File: config.mk
export PLATFORM = sky130hd
export DESIGN_NAME = router_fifo
export DESIGN_NICKNAME = d
export VERILOG_FILES = /design/src/rtl/router_fifo.sv
export SDC_FILE = /design/constraint.sdc
export NUM_CORES = 1
export LEC_CHECK = 0
export CORE_MARGIN = 4
export CORE_UTILIZATION = 25
export CTS_CLUSTER_DIAMETER = 60
export DETAILED_ROUTE_END_ITERATION = 10
export HOLD_SLACK_MARGIN = 0.12
export MAX_ROUTING_LAYER = met4
export PLACE_DENSITY_LB_ADDON = 0.12
export SLEW_MARGIN = 40
export SYNTH_ARGS = -nofsm -noshare
export SYNTH_HDL_FRONTEND = slang
export SYNTH_SLANG_ARGS = --single-unit
File: constraint.sdc
create_clock -name clock -period 5.4 [get_ports clock]
set_input_delay 1.08 -clock clock [delete_from_list [all_inputs] [get_ports clock]]
set_output_delay 1.08 -clock clock [all_outputs]
set_load 0.005 [all_outputs]
File: src/rtl/router_fifo.sv
// Packet-aware 16x9 output buffer for one router port.
// Tracks remaining payload+parity bytes after a header is read out.
module router_fifo #(
    parameter int DEPTH    = 16,
    parameter int WIDTH    = 9,
    parameter int ADD_SIZE = 5
) (
    input  logic             clock,
    input  logic             resetn,
    input  logic             write_enb,
    input  logic             read_enb,
    input  logic             lfd_state,
    input  logic             soft_reset,
    input  logic [WIDTH-2:0] data_in,
    output logic             full,
    output logic             empty,
    output logic [WIDTH-2:0] data_out
);

    localparam int DW  = WIDTH - 1;
    localparam int IDX = ADD_SIZE - 1;

    logic [WIDTH-1:0]    mem_q [DEPTH];
    logic [ADD_SIZE-1:0] wr_ptr_q, wr_ptr_d;
    logic [ADD_SIZE-1:0] rd_ptr_q, rd_ptr_d;
    logic [6:0]          count_q, count_d;
    logic [DW-1:0]       data_q, data_d;
    logic                do_wr, do_rd;
    logic [WIDTH-1:0]    rd_word;

    // The wrap bit separates full from empty when the indices match.
    assign empty = (wr_ptr_q == rd_ptr_q);
    assign full  = (wr_ptr_q == {~rd_ptr_q[IDX], rd_ptr_q[IDX-1:0]});

    assign do_wr   = write_enb && !full && !soft_reset;
    assign do_rd   = read_enb && !empty && !soft_reset;
    assign rd_word = mem_q[rd_ptr_q[IDX-1:0]];

    assign data_out = data_q;

    always_comb begin
        wr_ptr_d = wr_ptr_q;
        rd_ptr_d = rd_ptr_q;
        count_d  = count_q;
        data_d   = data_q;
        if (soft_reset) begin
            wr_ptr_d = '0;
            rd_ptr_d = '0;
            count_d  = '0;
            data_d   = '0;
        end else begin
            if (do_wr) begin
                wr_ptr_d = wr_ptr_q + 1'b1;
            end
            if (do_rd) begin
                rd_ptr_d = rd_ptr_q + 1'b1;
                data_d   = rd_word[DW-1:0];
                // Header length field plus the trailing parity byte.
                if (rd_word[WIDTH-1]) begin
                    count_d = {1'b0, rd_word[DW-1:2]} + 7'd1;
                end else if (count_q != '0) begin
                    count_d = count_q - 7'd1;
                end
            end else if (count_q == '0) begin
                data_d = '0;
            end
        end
    end

    always_ff @(posedge clock or posedge resetn) begin
        if (resetn) begin
            wr_ptr_q <= '0;
            rd_ptr_q <= '0;
            count_q  <= '0;
            data_q   <= '0;
        end else begin
            wr_ptr_q <= wr_ptr_d;
            rd_ptr_q <= rd_ptr_d;
            count_q  <= count_d;
            data_q   <= data_d;
        end
    end

    always_ff @(posedge clock or posedge resetn) begin
        if (resetn) begin
            for (int i = 0; i < DEPTH; i++) begin
                mem_q[i] <= '0;
            end
        end else if (do_wr) begin
            mem_q[wr_ptr_q[IDX-1:0]] <= {lfd_state, data_in};
        end
    end

endmodule

==> impl_results.md <==
- Min Tclk post-route: 3360 ps
- Top cell family by delay on the critical path: flip-flops
- Max incr delay on CP: 740 ps
- Critical path origin: rd_ptr_q[0]$_DFFE_PP0P_
- Critical path launch point type: flop
- NumNets Final: 603
- Max Fclk: 0.298 GHz
- Clk pwr share: 37.8%
- Post-Syn Nets: 589
- Final Max Tran Viols: 0
- Sw Ratio: 28.8%
- Met1 GRT Util: 16.5%
- Ys Warns: 0
- Power density over cell area: 379 nW/µm²
- Gr busiest metal: met2
- Worst slew pin tran: 702 ps
- Met3 usage: 2.52%
- Most frequent cells in the layout: dfrtp_1 (167), mux2_2 (123), mux4_2 (38)
- DR pass1 iterations: 4
- Final HPWL DP: 13,500 µm
- Htree depth: 4
- Post-Syn Area: 8170 µm²
- Grt met2 use: 19.5%
- Post-route setup TNS: 0 ps
- Critical path arrival: 2280 ps
- Cell leakage power: 4.19 nW
- Area of placed instances: 8830 µm²
- Via-to-Cell Ratio: 4.65
- Die Span X: 189 µm
- DR WL/cell: 20.0 µm
- RR Endpoint: count_q[3]$_DFFE_PP0P_
- RSZ-0062 raised after global routing: no
- Design area: 9480 µm²
- Io pins: 24
- Setup bufs post-CTS: 0
- Post-Syn Instances: 567
- Skew-Pair Late Insertion Delay: 420 ps
- Final setup margin: 2040 ps
- CTS tree: yes
- Post-synth EDFFs: 0
- Count of cell types in the netlist: 51
- Gpl congestion: 0.750
- # resized after CTS: 0
- Total CTS buffers: 17
- First DRT Iteration DRCs: 185
- Clock slew at reported path FFs: 70 ps
- First-pass GRT wire length: 32,600 µm
- Final worst path period share: 62.1%
- Syn avg cell area: 14.4 µm²
- Max-cap viol count: 0
- Clk sinks: 169
- Hold Slack: 493 ps
- Hold/Removal Path Class: reg -> reg
- Critical path type: reg -> out
- Die height: 189 µm
- Total core area: 31,900 µm²
- Slowest cell on crit path: dfrtp_4
- Seq cells post-synth: 169
- Pre-CTS setup slack: 1630 ps
- Reg2Reg Setup Slack: 2220 ps
- Total gr overflow: 0
- Die ar.: 35,600 µm²
- Final setup fails: 0
- Port Buffers: 23
- Critical Path, Cell by Cell: xnor2_1, nand4_1, nor2_1, clkdlybuf4s50_1
- Largest net degree at the start of global routing: 121
- Ys async rst share: 100%
- Post-synth top flop: dfrtp_1
- CP endpoint kind: primary output
- Worst R2R Path Depth: 7
- Combinational Power Share: 21.2%
- Max FO, Critical Path: 22
- CP Buf/Inv Count: 1
- Commonest non-fill, non-tap cell in the layout: dfrtp_1
- Routed WL: 20,600 µm
- Diode count: 0
- Internal Power: 0.00256 W
- WP data required: 4320 ps
- Worst flop-to-flop path startpoint: rd_ptr_q[0]$_DFFE_PP0P_
- Via count: 4,782
- Remaining DRCs: 0
- Net switching power: 0.00103 W
- Clk buf depth: 2
- Clk root buf: clkbuf_16
- Post-synthesis sequential area ratio: 51.8%
- Critical path depth: 4
- GR Util All Layers: 12.4%
- Fraction of layout cells with a size suffix above 1: 38.4%
- End of the critical path: empty
- CTS hold repair buffers: 0
- Initial core utilization: 25.6%
- Max-slew headroom: 53.1%
- Vias in the first global route: 5,222
- Std cell rows: 65
- Antenna-violating nets left: 0
- Area grow syn2layout: 16.1%
- Setup skew after layout: 12.9 ps
- Flop pwr share: 41.0%
- Worst hold stages: 1
- Initial antenna violation count: 1
- Peak VDD IR: 192 µV
- Count of final hold-check violations: 0
- Status: finished clean
==> stage by stage <==
step           util (%)  cells  total power [W]
2_1_floorplan         -    567          0.00207
4_1_cts            29.7   1029          0.00366
3_3_place_gp       27.7    997          0.00227
5_1_grt            29.7   1029          0.00379
3_5_place_dp       27.7    997          0.00228
6_report           29.7   1029          0.00359
==> per-layer routing <==
layer  routed length [µm]  up-vias  part of all wire, %
met4                  330        0                  1.6
met5                    0        -                    0
met2                 9580       74                   46
met1                10100     2567                   49
met3                  610       16                  3.0
li1                     -     2125                    -
==> synth_stat cells, types with 5 or more instances <==
master      n  area share [%]
nand3_1    15            0.92
buf_1       5            0.23
mux2_2    123              17
ha_1        8             1.2
a21oi_1    17             1.0
mux2_1     21             2.9
nand2_1    17            0.78
nand3_2    18             2.2
nor2_1     21            0.96
xnor2_1    10             1.1
dfrtp_1   169              52
mux4_2     38              10
buf_2       6            0.37
inv_1       7            0.32
nor2b_1     5            0.38
clkbuf_1   18            0.83
xor2_1      7            0.75
==> flip-flops by register name, summed over array words and instances, names as in the netlist <==
| signal | count |
|---|---|
| data_out | 8 |
| rd_ptr_q | 5 |
| count_q | 7 |
| mem_q | 144 |
| wr_ptr_q | 5 |
==> worst min path at each step <==
stage | start | end | slack (ps)
2_1_floorplan | mem_q[36]$_DFFE_PP0P_ | mem_q[36]$_DFFE_PP0P_ | 460
3_3_place_gp | mem_q[18]$_DFFE_PP0P_ | mem_q[18]$_DFFE_PP0P_ | 470
3_5_place_dp | mem_q[54]$_DFFE_PP0P_ | mem_q[54]$_DFFE_PP0P_ | 480
4_1_cts | mem_q[4]$_DFFE_PP0P_ | mem_q[4]$_DFFE_PP0P_ | 500
5_1_grt | mem_q[18]$_DFFE_PP0P_ | mem_q[18]$_DFFE_PP0P_ | 510
6_report | mem_q[4]$_DFFE_PP0P_ | mem_q[4]$_DFFE_PP0P_ | 490
==> final cells by class <==
class	instances	area, µm²
multi-input cells	354	3710
repair buffers	31	315
inverters	8	33.8
clock buffers	18	429
clock inverters	14	219
fillers	3234	22400
well taps	435	544
flip-flops and latches	169	4230
==> cells by family after synthesis <==
family,synth area share [%]
multiplexers,31.5
XOR/XNOR,1.82
AND/OR/NAND/NOR,7.33
flip-flops,51.8
buffers and inverters,2.88
adder cells (fa/ha/maj),1.22
AO/OA/AOI/OAI,3.54
==> worst reg2reg max path, delay by kind of cell, from the launching register on <==
kind            cells  cell delay, ps
flops               1             740
buf+inv             1             330
mux                 2            1270
simple gates        1             150
compound gates      3             570
==> power groups by stage <==
stage | clock network (W) | registers, W | logic (W)
global placement | 0 | 0.00150 | 0.000771
finish | 0.00136 | 0.00147 | 0.000760
CTS | 0.00141 | 0.00148 | 0.000777
global route | 0.00146 | 0.00149 | 0.000840
floorplan | 0 | 0.00145 | 0.000618
detailed placement | 0 | 0.00150 | 0.000776
Power figures use the tool's default switching activity.
